--- config.mk ---
export PLATFORM = sky130hd
export DESIGN_NAME = mmio_uart_tx
export DESIGN_NICKNAME = d
export VERILOG_FILES = /design/src/rtl/mmio_uart_tx_pkg.sv /design/src/rtl/mmio_uart_tx_fifo.sv /design/src/rtl/mmio_uart_tx.sv
export SDC_FILE = /design/constraint.sdc
export NUM_CORES = 1
export LEC_CHECK = 0
export CAP_MARGIN = 5
export CORE_MARGIN = 1.5
export CORE_UTILIZATION = 50
export CTS_CLUSTER_DIAMETER = 120
export DETAILED_ROUTE_END_ITERATION = 6
export GPL_ROUTABILITY_DRIVEN = 0
export GPL_TIMING_DRIVEN = 0
export PLACE_DENSITY_LB_ADDON = 0.08
export SYNTH_ARGS = -nofsm -noshare
export SYNTH_HDL_FRONTEND = slang
export SYNTH_SLANG_ARGS = --single-unit
--- constraint.sdc ---
create_clock -name clk -period 5.5 [get_ports clk]
set_clock_uncertainty 0.2 [all_clocks]
set_input_delay 0.825 -clock clk [delete_from_list [all_inputs] [get_ports clk]]
set_output_delay 0.825 -clock clk [all_outputs]
set_load 0.02 [all_outputs]
--- src/rtl/mmio_uart_tx_pkg.sv ---
// Shared register map, status bit positions, shifter states and reset defaults.
package mmio_uart_tx_pkg;

  localparam int unsigned BUS_AW = 2;
  localparam int unsigned BUS_DW = 16;
  localparam int unsigned DIV_W  = 16;

  localparam logic [BUS_AW-1:0] ADDR_DATA   = 2'd0;
  localparam logic [BUS_AW-1:0] ADDR_STATUS = 2'd1;
  localparam logic [BUS_AW-1:0] ADDR_DIV    = 2'd2;

  localparam int unsigned STAT_FULL  = 0;
  localparam int unsigned STAT_EMPTY = 1;
  localparam int unsigned STAT_BUSY  = 2;

  localparam logic [DIV_W-1:0] DIV_RESET_DEFAULT = 16'd868;

  typedef enum logic [1:0] {
    ST_IDLE  = 2'd0,
    ST_START = 2'd1,
    ST_DATA  = 2'd2,
    ST_STOP  = 2'd3
  } tx_state_e;

endpackage

--- src/rtl/mmio_uart_tx_fifo.sv ---
// Byte FIFO with an extra pointer bit so full and empty are distinguishable.
module sync_fifo_byte #(
  parameter int unsigned DEPTH = 4
) (
  input  logic       clk,
  input  logic       rst,
  input  logic       push,
  input  logic [7:0] wdata,
  input  logic       pop,
  output logic [7:0] head_c,
  output logic       full_c,
  output logic       empty_c
);

  localparam int unsigned AW = $clog2(DEPTH);
  localparam int unsigned PW = AW + 1;

  logic [7:0]    mem [DEPTH];
  logic [PW-1:0] wr_ptr;
  logic [PW-1:0] rd_ptr;

  // Pointer update; pointers wrap naturally modulo 2*DEPTH.
  always_ff @(posedge clk or negedge rst) begin
    if (!rst) begin
      wr_ptr <= '0;
      rd_ptr <= '0;
    end else begin
      if (push) wr_ptr <= wr_ptr + PW'(1);
      if (pop)  rd_ptr <= rd_ptr + PW'(1);
    end
  end

  // Storage write; contents need no reset since the pointers gate visibility.
  always_ff @(posedge clk) begin
    if (push) mem[wr_ptr[AW-1:0]] <= wdata;
  end

  assign head_c  = mem[rd_ptr[AW-1:0]];
  assign empty_c = (wr_ptr == rd_ptr);
  assign full_c  = (wr_ptr[AW] != rd_ptr[AW]) && (wr_ptr[AW-1:0] == rd_ptr[AW-1:0]);

endmodule

--- src/rtl/mmio_uart_tx.sv ---
// Memory-mapped 8N1 UART transmitter: bus decode, baud counter and shift FSM.
module mmio_uart_tx
  import mmio_uart_tx_pkg::*;
#(
  parameter int unsigned      FIFO_DEPTH = 4,
  parameter logic [DIV_W-1:0] DIV_RESET  = DIV_RESET_DEFAULT
) (
  input  logic              clk,
  input  logic              rst,
  input  logic              bus_req,
  input  logic              bus_we,
  input  logic [BUS_AW-1:0] bus_addr,
  input  logic [BUS_DW-1:0] bus_wdata,
  output logic [BUS_DW-1:0] bus_rdata,
  output logic              bus_ack,
  output logic              tx,
  output logic              irq_empty
);

  tx_state_e        state;
  logic [DIV_W-1:0] div_reg;
  logic [DIV_W-1:0] div_lat;
  logic [DIV_W-1:0] baud_cnt;
  logic [2:0]       bit_idx;
  logic [7:0]       shift_byte;

  logic [7:0]        fifo_head_c;
  logic              fifo_full_c;
  logic              fifo_empty_c;
  logic              bit_done_c;
  logic              busy_c;
  logic              pop_c;
  logic              sel_c;
  logic              data_wr_c;
  logic              stall_c;
  logic              accept_c;
  logic              push_c;
  logic [BUS_DW-1:0] rdata_c;

  assign bit_done_c = (baud_cnt == '0);
  assign busy_c     = (state != ST_IDLE);
  assign pop_c      = !fifo_empty_c && ((state == ST_IDLE) || ((state == ST_STOP) && bit_done_c));
  assign sel_c      = bus_req && !bus_ack;
  assign data_wr_c  = sel_c && bus_we && (bus_addr == ADDR_DATA);
  assign stall_c    = data_wr_c && fifo_full_c && !pop_c;
  assign accept_c   = sel_c && !stall_c;
  assign push_c     = data_wr_c && !stall_c;

  sync_fifo_byte #(
    .DEPTH (FIFO_DEPTH)
  ) u_fifo (
    .clk     (clk),
    .rst     (rst),
    .push    (push_c),
    .wdata   (bus_wdata[7:0]),
    .pop     (pop_c),
    .head_c  (fifo_head_c),
    .full_c  (fifo_full_c),
    .empty_c (fifo_empty_c)
  );

  // Load data mux; DATA and the reserved offset read as zero.
  always_comb begin
    rdata_c = '0;
    if (!bus_we) begin
      case (bus_addr)
        ADDR_STATUS: begin
          rdata_c[STAT_FULL]  = fifo_full_c;
          rdata_c[STAT_EMPTY] = fifo_empty_c;
          rdata_c[STAT_BUSY]  = busy_c;
        end
        ADDR_DIV: rdata_c = div_reg;
        default:  rdata_c = '0;
      endcase
    end
  end

  // Bus response and divisor register; a zero divisor is clamped to one.
  always_ff @(posedge clk or negedge rst) begin
    if (!rst) begin
      bus_ack   <= 1'b0;
      bus_rdata <= '0;
      div_reg   <= DIV_RESET;
    end else begin
      bus_ack   <= accept_c;
      bus_rdata <= accept_c ? rdata_c : '0;
      if (accept_c && bus_we && (bus_addr == ADDR_DIV)) begin
        div_reg <= (bus_wdata == '0) ? DIV_W'(1) : bus_wdata;
      end
    end
  end

  // Shift FSM; divisor is captured per frame so mid-frame writes wait a frame.
  always_ff @(posedge clk or negedge rst) begin
    if (!rst) begin
      state      <= ST_IDLE;
      tx         <= 1'b1;
      baud_cnt   <= '0;
      bit_idx    <= '0;
      shift_byte <= '0;
      div_lat    <= DIV_RESET;
    end else begin
      case (state)
        ST_IDLE: begin
          tx <= 1'b1;
          if (pop_c) begin
            state      <= ST_START;
            tx         <= 1'b0;
            shift_byte <= fifo_head_c;
            div_lat    <= div_reg;
            baud_cnt   <= div_reg - DIV_W'(1);
          end
        end
        ST_START: begin
          if (bit_done_c) begin
            state    <= ST_DATA;
            bit_idx  <= '0;
            tx       <= shift_byte[0];
            baud_cnt <= div_lat - DIV_W'(1);
          end else begin
            baud_cnt <= baud_cnt - DIV_W'(1);
          end
        end
        ST_DATA: begin
          if (bit_done_c) begin
            baud_cnt <= div_lat - DIV_W'(1);
            if (bit_idx == 3'd7) begin
              state <= ST_STOP;
              tx    <= 1'b1;
            end else begin
              bit_idx <= bit_idx + 3'd1;
              tx      <= shift_byte[3'(bit_idx + 3'd1)];
            end
          end else begin
            baud_cnt <= baud_cnt - DIV_W'(1);
          end
        end
        ST_STOP: begin
          if (bit_done_c) begin
            if (pop_c) begin
              state      <= ST_START;
              tx         <= 1'b0;
              shift_byte <= fifo_head_c;
              div_lat    <= div_reg;
              baud_cnt   <= div_reg - DIV_W'(1);
            end else begin
              state <= ST_IDLE;
              tx    <= 1'b1;
            end
          end else begin
            baud_cnt <= baud_cnt - DIV_W'(1);
          end
        end
        default: begin
          state <= ST_IDLE;
          tx    <= 1'b1;
        end
      endcase
    end
  end

  // Empty interrupt level, one cycle behind the FIFO/FSM state.
  always_ff @(posedge clk or negedge rst) begin
    if (!rst) irq_empty <= 1'b1;
    else      irq_empty <= fifo_empty_c && !busy_c;
  end

endmodule
==> results of run 1 <==
[synthesized netlist by cell type (9+ instances only)]
cell type / number
dfrtp_1: 74
nor2_1: 50
and3_1: 14
nand2_1: 30
dfstp_2: 12
xor2_1: 24
nor3_1: 19
a21oi_1: 15
ha_1: 18
mux2_2: 37
inv_1: 17
nor4_1: 9
o21ai_0: 12
clkbuf_1: 11
edfxtp_1: 32
and2_1: 9
xnor2_1: 20
mux4_2: 10
[worst register-to-register path, delay by kind of cell, from the launching register on]
family | cells | cell delay, ns
buffers and inverters | 2 | 0.33
flip-flops | 1 | 0.44
multiplexers | 1 | 0.34
adder cells (fa/ha/maj) | 1 | 0.29
AO/OA/AOI/OAI | 2 | 0.89
AND/OR/NAND/NOR | 2 | 0.40
[path summary, 6_finish.rpt]
kind,from,to,slack (ns),cells after the start
worst max-delay path,baud_cnt[0],div_reg[15],2.49,8
worst min-delay path,rst,bit_idx[2],0.08,1
worst max register to register,baud_cnt[0],div_reg[15],2.49,8
worst min register to register,shift_byte[4],shift_byte[4],0.31,1
max in group asynchronous,rst,div_lat[9],4.36,2
min in group clk,shift_byte[4],shift_byte[4],0.31,1
[layer usage]
layer	vias to the layer above	part of all wire	GRT usage
li1	2006	-	-
met1	2126	0.48	0.332
met2	105	0.47	0.373
met3	17	0.041	0.0520
met4	0	0.015	0.0783
met5	-	0	0
[metrics by stage]
step                setup slack, ns  hold slack (ns)  total power [µW]  cell area (µm²)
finish                         2.49           0.0801              4350             7290
global route                   2.36           0.0809              4610             7290
CTS                            2.50           0.0769              4350             7290
detailed placement             2.28            0.281              3220             6690
global placement              0.179            0.278              3170             6670
floorplan                      2.94            0.262              2730             6080
[cell type report]
type	instances	area [µm²]
inverters	17	63.8
clock buffers	17	425
clock inverters	15	169
repair buffers	41	425
flip-flops and latches	118	3130
well taps	147	184
plain buffers	22	123
multi-input cells	359	2770
fillers	955	4680
[power by group through the flow]
| stage | Sequential (µW) | Combinational, µW | Clock, µW |
|---|---|---|---|
| after floorplan | 1370 | 1360 | 0 |
| after global placement | 1420 | 1750 | 0 |
| after detailed placement | 1430 | 1780 | 0 |
| after CTS | 1420 | 1800 | 1130 |
| after global routing | 1460 | 1980 | 1160 |
| final | 1430 | 1810 | 1110 |
[logic make-up (layout without fill, tap and decap cells)]
| group | after synthesis | count (layout) | share of synthesized area |
|---|---|---|---|
| adders and majority gates | 18 | 18 | 0.0370 |
| xor gates and xnor gates | 44 | 44 | 0.0634 |
| DFF | 118 | 118 | 0.514 |
| muxes | 54 | 54 | 0.117 |
| and+or+nand+nor | 165 | 165 | 0.146 |
| buffers and inverters | 39 | 112 | 0.0307 |
| AOI/OAI and AO/OA | 78 | 78 | 0.0920 |
==> impl_metrics.env, run 1 <==
export IMPL_cts_setup_buffers=0
export IMPL_die_w_um=113
export IMPL_core_area_um2=12000
export IMPL_drive_gt1_frac=0.200
export IMPL_synth_main_ff_cell="dfrtp_1"
export IMPL_cts_buffers=17
export IMPL_cp_top_family="compound AO/OA/AOI/OAI gates"
export IMPL_period_minus_slack_ns=3.01
export IMPL_viasPerCell=5.78
export IMPL_crit_buf_inv=2
export IMPL_worstMarginPinSlew_ns=0.978
export IMPL_grt_pass1_wl_um=23100
export IMPL_drt_first_pass_iters=5
export IMPL_worst_hold_path_type="primary input to asynchronous set/reset pin"
export IMPL_synth_area_top_cells="dfrtp_1, edfxtp_1, mux2_2, dfstp_2, ha_1"
export IMPL_antenna_found_initial=0
export IMPL_final_cell_count_no_fill=736
export IMPL_vdd_drop_max_mv=0.276
export IMPL_final_common_cell="dfrtp_1"
export IMPL_detail_route_antenna_nets=0
export IMPL_clock_fmax_ghz=0.332
export IMPL_placedCellCount=704
export IMPL_ys_seq_elements=118
export IMPL_grt_overflow=0
export IMPL_area_growth_pct=19.8
export IMPL_synth_cells=516
export IMPL_largest_reg_flops=32
export IMPL_cp_required_ns=5.60
export IMPL_cts_hold_buf=0
export IMPL_rows=40
export IMPL_power_frac_seq=0.328
export IMPL_num_nets_final=616
export IMPL_cts_resized=0
export IMPL_crit_path_end_kind="flip-flop"
export IMPL_hold_viol_final=0
export IMPL_avgSynthCellArea_um2=11.8
export IMPL_synth_cell_types=61
export IMPL_netlist_area_um2=6080
export IMPL_tritoncts="done"
export IMPL_synth_top_area_frac=0.304
export IMPL_slowest_stage="a211oi_4"
export IMPL_synth_top_cell_by_area="dfrtp_1"
export IMPL_crit_path_cell_trace="inv_1 > ha_1 > and4bb_2 > a41o_1 > nor2b_2 > a211oi_4 > buf_6 > mux2_2"
export IMPL_grt_pass1_vias=4405
export IMPL_cts_clk_slew_worst_paths_ns=0.06
export IMPL_slew_violations=0
export IMPL_finalSetupTns_ns=0
export IMPL_cp_arrival_ns=3.10
export IMPL_ys_warn_count=0
export IMPL_syn_nets=556
export IMPL_status="complete, no violations"
export IMPL_intPower_uw=2660
export IMPL_htree_levels=4
export IMPL_rsz0062_at_grt="false"
export IMPL_cts_root_buf="clkbuf_16"
export IMPL_p_per_area_nw_per_um2=597
export IMPL_die_area_um2=12800
export IMPL_drc=0
export IMPL_num_vias=4254
export IMPL_pin_count=41
export IMPL_synth_edf_count=32
export IMPL_power_leakage_uw=0.00297
export IMPL_relSlewSlack=0.341
export IMPL_switching_share=0.388
export IMPL_comb_power_share=0.416
export IMPL_synthArstFlopShare=0.729
export IMPL_finish_utilization=0.609
export IMPL_cap_violations=0
export IMPL_switchingPower_uw=1690
export IMPL_cts_sinks=118
export IMPL_initial_core_util=0.508
export IMPL_fin_crit_sh=0.547
export IMPL_yosysSeqAreaShare=0.514
export IMPL_dr_first_iter_drc_count=240
export IMPL_setup_viol=0
export IMPL_grt_max_degree=71
export IMPL_slowest_delay_ns=0.55
export IMPL_antenna_cells=0
export IMPL_clock_path_buffers=2
export IMPL_clk_insertion_delay_late_ns=0.41
export IMPL_die_h_um=113
export IMPL_groute_usage_overall=0.238
export IMPL_critical_path_peak_fanout=10
export IMPL_cp_start_kind="flip-flop"
export IMPL_path_class="flip-flop to flip-flop"
export IMPL_wl_um=14200
export IMPL_final_cell_mix="dfrtp_1, nor2_1, clkdlybuf4s50_1, mux2_2, edfxtp_1"
export IMPL_p_clk_frac=0.256
export IMPL_port_buffers=40
export IMPL_dp_hpwl_um=10100
export IMPL_post_drt_wl_per_cell_um=19.3
(Power assumes the default switching activity.)
==> run 2: changes to the inputs <==
- clock period: 5.5 -> 2.8 ns (I/O delays scaled with it)
==> impl_metrics.env, run 2 (synthesis results as in run 1) <==
export IMPL_final_cell_count_no_fill=754
export IMPL_post_drt_wl_per_cell_um=19.4
export IMPL_regToRegStartpoint="baud_cnt[0]"
export IMPL_worst_hold_path_type="primary input to asynchronous set/reset pin"
export IMPL_place_ws_ns=-0.159
export IMPL_final_common_cell="dfrtp_1"
export IMPL_groute_usage_overall=0.239
export IMPL_slew_violations=0
export IMPL_placedCellCount=704
export IMPL_hold_slack_ns=0.218
export IMPL_cp_required_ns=2.90
export IMPL_cts_sinks=118
export IMPL_critical_path_peak_fanout=8
export IMPL_status="complete, no violations"
export IMPL_cts_clk_slew_worst_paths_ns=0.06
export IMPL_tritoncts="done"
export IMPL_pin_count=41
export IMPL_cp_common_cell="buf_6"
export IMPL_dr_first_iter_drc_count=268
export IMPL_slowest_stage="dfrtp_2"
export IMPL_fill_cells=942
export IMPL_fin_crit_sh=0.972
export IMPL_cts_buffers=17
export IMPL_clk_insertion_delay_late_ns=0.42
export IMPL_path_class="flip-flop to flip-flop"
export IMPL_critPathLaunch="baud_cnt[0]"
export IMPL_crit_path_end_kind="flip-flop"
export IMPL_dp_hpwl_um=10100
export IMPL_cts_root_buf="clkbuf_16"
export IMPL_grt_pass1_vias=4425
export IMPL_die_h_um=113
export IMPL_cap_violations=0
export IMPL_clock_fmax_ghz=0.368
export IMPL_finalSetupTns_ns=0
export IMPL_area_growth_pct=23.4
export IMPL_die_w_um=113
export IMPL_rows=40
export IMPL_seq_area_um2=3130
export IMPL_slowest_delay_ns=0.43
export IMPL_drc=0
export IMPL_grt_pass1_wl_um=23200
export IMPL_largest_reg_flops=32
export IMPL_power_leakage_uw=0.00308
export IMPL_drive_gt1_frac=0.241
export IMPL_viasPerCell=5.78
export IMPL_worstMarginPinSlew_ns=0.981
export IMPL_antenna_cells=0
export IMPL_crit_path_cell_trace="inv_2 > ha_4 > nor4b_4 > and2_4 > buf_6 > and2_1 > buf_6 > nand2_2 > a21oi_4 > buf_4 > clkbuf_16 > mux2_2"
export IMPL_htree_levels=4
export IMPL_vdd_drop_max_mv=0.633
export IMPL_cp_start_kind="flip-flop"
export IMPL_core_area_um2=12000
export IMPL_hold_viol_final=0
export IMPL_relSlewSlack=0.339
export IMPL_initial_core_util=0.508
export IMPL_num_nets_final=634
export IMPL_p_per_area_nw_per_um2=1180
export IMPL_num_vias=4358
export IMPL_wl_um=14600
export IMPL_detail_route_antenna_nets=0
export IMPL_final_cell_mix="dfrtp_1, nor2_1, clkdlybuf4s50_1, mux2_2, edfxtp_1"
export IMPL_antenna_found_initial=0
export IMPL_grt_overflow=0
export IMPL_drt_first_pass_iters=5
export IMPL_setup_ws_ns=0.0797
export IMPL_multi_input_area_um2=2810
export IMPL_cp_arrival_ns=2.82
export IMPL_grt_max_degree=71
export IMPL_die_area_um2=12800
export IMPL_clock_path_buffers=2
export IMPL_period_minus_slack_ns=2.72
export IMPL_port_buffers=40
export IMPL_regToRegSetupSlack_ns=0.08
export IMPL_setup_viol=0
run 2: path summary, 6_finish.rpt:
check / cells after the start / end
hold reg to reg: 1 / u_fifo.wr_ptr[2]
setup / recovery: 12 / div_lat[11]
min in group clk: 1 / u_fifo.wr_ptr[2]
hold / removal: 2 / bit_idx[2]
max in group asynchronous: 3 / div_lat[9]
setup reg to reg: 12 / div_lat[11]
run 2: power by group:
group	switching [µW]	internal (µW)	total, µW
registers	522	2290	2810
clock network	854	1330	2180
logic	2040	1850	3890
run 2: cell type report:
| class | instances | area share |
|---|---|---|
| Clock buffer | 17 | 0.0567 |
| Timing Repair Buffer | 59 | 0.0778 |
| Buffer | 22 | 0.0183 |
| Multi-Input combinational cell | 359 | 0.375 |
| Inverter | 17 | 0.00850 |
| Tap cell | 147 | 0.0245 |
| Sequential cell | 118 | 0.417 |
| Clock inverter | 15 | 0.0225 |
run 2: timing repair:
action | in CTS | in global routing
hold endpoints to repair | 16 | 0
hold buffers | 1 | 0
pin swaps | 2 | 1
resized for setup | 5 | 17
setup buffers | 5 | 11
setup endpoints to repair | 60 | 83
cloned | 0 | 1
run 2: critical path: cells and delay by family (launching register included):
family | cells | cell delay (ns)
flops | 1 | 0.43
mux | 1 | 0.32
compound gates | 1 | 0.21
buf+inv | 5 | 0.65
simple gates | 4 | 0.63
fa+ha+maj | 1 | 0.17
run 2: through the flow:
step                power (µW)  area, µm²  utilization
floorplan                 5360       6080            -
global placement          6230       6670        0.557
detailed placement        6320       6690        0.559
CTS                       8570       7340        0.614
global route              9410       7510        0.628
finish                    8880       7510        0.628
run 2: layer usage:
layer / global-route usage / up-vias / part of all wire
met3: 0.0520 / 18 / 0.048
li1: - / 2041 / -
met4: 0.0783 / 0 / 0.014
met2: 0.375 / 130 / 0.48
met1: 0.334 / 2169 / 0.46
met5: 0 / - / 0
==> run 3: changes to the inputs <==
- CORE_UTILIZATION: 50 -> 30
==> impl_metrics.env, run 3 (synthesis results as in run 1) <==
export IMPL_cp_arrival_ns=2.82
export IMPL_regToRegSetupSlack_ns=0.09
export IMPL_tritoncts="done"
export IMPL_path_class="flip-flop to flip-flop"
export IMPL_cp_top_family="simple AND/OR/NAND/NOR gates"
export IMPL_final_common_cell="dfrtp_1"
export IMPL_cp_required_ns=2.90
export IMPL_dr_first_iter_drc_count=306
export IMPL_slowest_stage="dfrtp_1"
export IMPL_cts_buffers=17
export IMPL_crit_buf_inv=2
export IMPL_num_vias=4319
export IMPL_grt_overflow=0
export IMPL_num_nets_final=629
export IMPL_area_growth_pct=25.7
export IMPL_die_w_um=145
export IMPL_use_met3=0.0326
export IMPL_core_area_um2=19700
export IMPL_clk_insertion_delay_late_ns=0.42
export IMPL_fin_crit_sh=0.969
export IMPL_hold_viol_final=0
export IMPL_min_from="u_fifo.wr_ptr[2]"
export IMPL_antenna_found_initial=0
export IMPL_groute_usage_overall=0.161
export IMPL_port_buffers=40
export IMPL_die_h_um=145
export IMPL_clock_fmax_ghz=0.368
export IMPL_hold_depth=1
export IMPL_period_minus_slack_ns=2.71
export IMPL_cts_sinks=118
export IMPL_antenna_cells=0
export IMPL_p_per_area_nw_per_um2=1180
export IMPL_largest_reg_flops=32
export IMPL_cts_clk_slew_worst_paths_ns=0.06
export IMPL_final_area_um2=7640
export IMPL_regToRegStartpoint="baud_cnt[8]"
export IMPL_htree_levels=4
export IMPL_worstMarginPinSlew_ns=0.999
export IMPL_drive_gt1_frac=0.238
export IMPL_slowest_delay_ns=0.47
export IMPL_post_drt_wl_per_cell_um=18.7
export IMPL_vdd_drop_max_mv=0.486
export IMPL_rr_worst_depth=8
export IMPL_pin_count=41
export IMPL_drt_first_pass_iters=5
export IMPL_final_cell_mix="dfrtp_1, nor2_1, clkdlybuf4s50_1, mux2_2, edfxtp_1"
export IMPL_wl_um=16200
export IMPL_clock_path_buffers=2
export IMPL_die_area_um2=21100
export IMPL_crit_path_cell_trace="nor4_4 > and2_1 > and2_1 > buf_6 > nand2_2 > a21oi_4 > bufbuf_16 > mux2_2"
export IMPL_crit_path_end_kind="flip-flop"
export IMPL_grt_pass1_vias=4473
export IMPL_status="complete, no violations"
export IMPL_grt_max_degree=58
export IMPL_rows=51
export IMPL_setup_viol=0
export IMPL_r2r_end="div_lat[10]"
export IMPL_grt_util_met2=0.255
export IMPL_viasPerCell=4.98
export IMPL_cap_violations=0
export IMPL_cp_start_kind="flip-flop"
export IMPL_hold_slack_ns=0.303
export IMPL_relSlewSlack=0.327
export IMPL_cts_root_buf="clkbuf_16"
export IMPL_worst_hold_path_type="flip-flop to flip-flop"
export IMPL_detail_route_antenna_nets=0
export IMPL_path_depth=8
export IMPL_busiest_layer="met2"
export IMPL_drc=0
export IMPL_cp_common_cell="and2_1"
export IMPL_fill_cells=1951
export IMPL_post_dp_cell_area_um2=6840
export IMPL_critical_path_peak_fanout=6
export IMPL_dp_hpwl_um=11500
export IMPL_rsz0062_at_grt="true"
export IMPL_power_leakage_uw=0.00308
export IMPL_slew_violations=0
export IMPL_initial_core_util=0.309
export IMPL_grt_pass1_wl_um=26000
export IMPL_grt_use_met1=0.220
export IMPL_hold_path_endpoint="u_fifo.wr_ptr[2]"
run 3: area by class of cell:
type / count / area, µm² / area share
plain buffers: 22 / 139 / 0.0182
clock buffers: 17 / 425 / 0.0556
clock inverters: 15 / 183 / 0.0239
inverters: 17 / 63.8 / 0.00835
multi-input cells: 359 / 2820 / 0.369
flip-flops and latches: 118 / 3130 / 0.409
well taps: 265 / 332 / 0.0434
repair buffers: 54 / 554 / 0.0725
run 3: report_power, final:
group / total, µW / switching [µW] / internal [µW]
Combinational: 3930 / 2080 / 1850
Clock: 2290 / 931 / 1360
Sequential: 2800 / 519 / 2280
run 3: per-stage QoR:
step	total power, µW	setup TNS (ns)	cells	utilization	setup WS (ns)
floorplan	5360	0	516	-	0.244
global placement	6410	-199.09	821	0.347	-2.36
detailed placement	6450	-11.05	822	0.348	-0.225
CTS	9010	-0.598	865	0.387	-0.0336
global route	9600	-0.0579	867	0.389	-0.0328
finish	9020	0	867	0.389	0.0861
run 3: worst max-delay path by stage:
stage / startpoint / to / slack, ns
after floorplan: baud_cnt[0] / div_lat[15] / 0.24
after global placement: rst / div_reg[10] / -2.36
after detailed placement: baud_cnt[0] / div_lat[11] / -0.23
after CTS: state[0] / u_fifo.mem[3][1] / -0.03
after global routing: baud_cnt[0] / div_lat[7] / -0.03
final: baud_cnt[8] / div_lat[10] / 0.09
run 3: metal layers:
layer  up-vias  wire, µm
met3        17       546
met4         0       299
met5         -         0
li1       2051         -
met2        98      7600
met1      2153      7770
run 3: worst reg2reg max path: cells and delay by family (launching register included):
| kind | cells | cell delay [ns] |
|---|---|---|
| simple gates | 4 | 0.97 |
| flops | 1 | 0.47 |
| compound gates | 1 | 0.24 |
| buf+inv | 2 | 0.41 |
| mux | 1 | 0.32 |
run 3: what timing repair did:
item                                    4_1_cts  5_1_grt
resized for setup                            13       12
buffers inserted                              9        2
cloned                                        1        0
hold buffers                                  1        0
endpoints found under the setup margin       67       77
hold endpoints to repair                     27        0
pin swaps                                     4        1
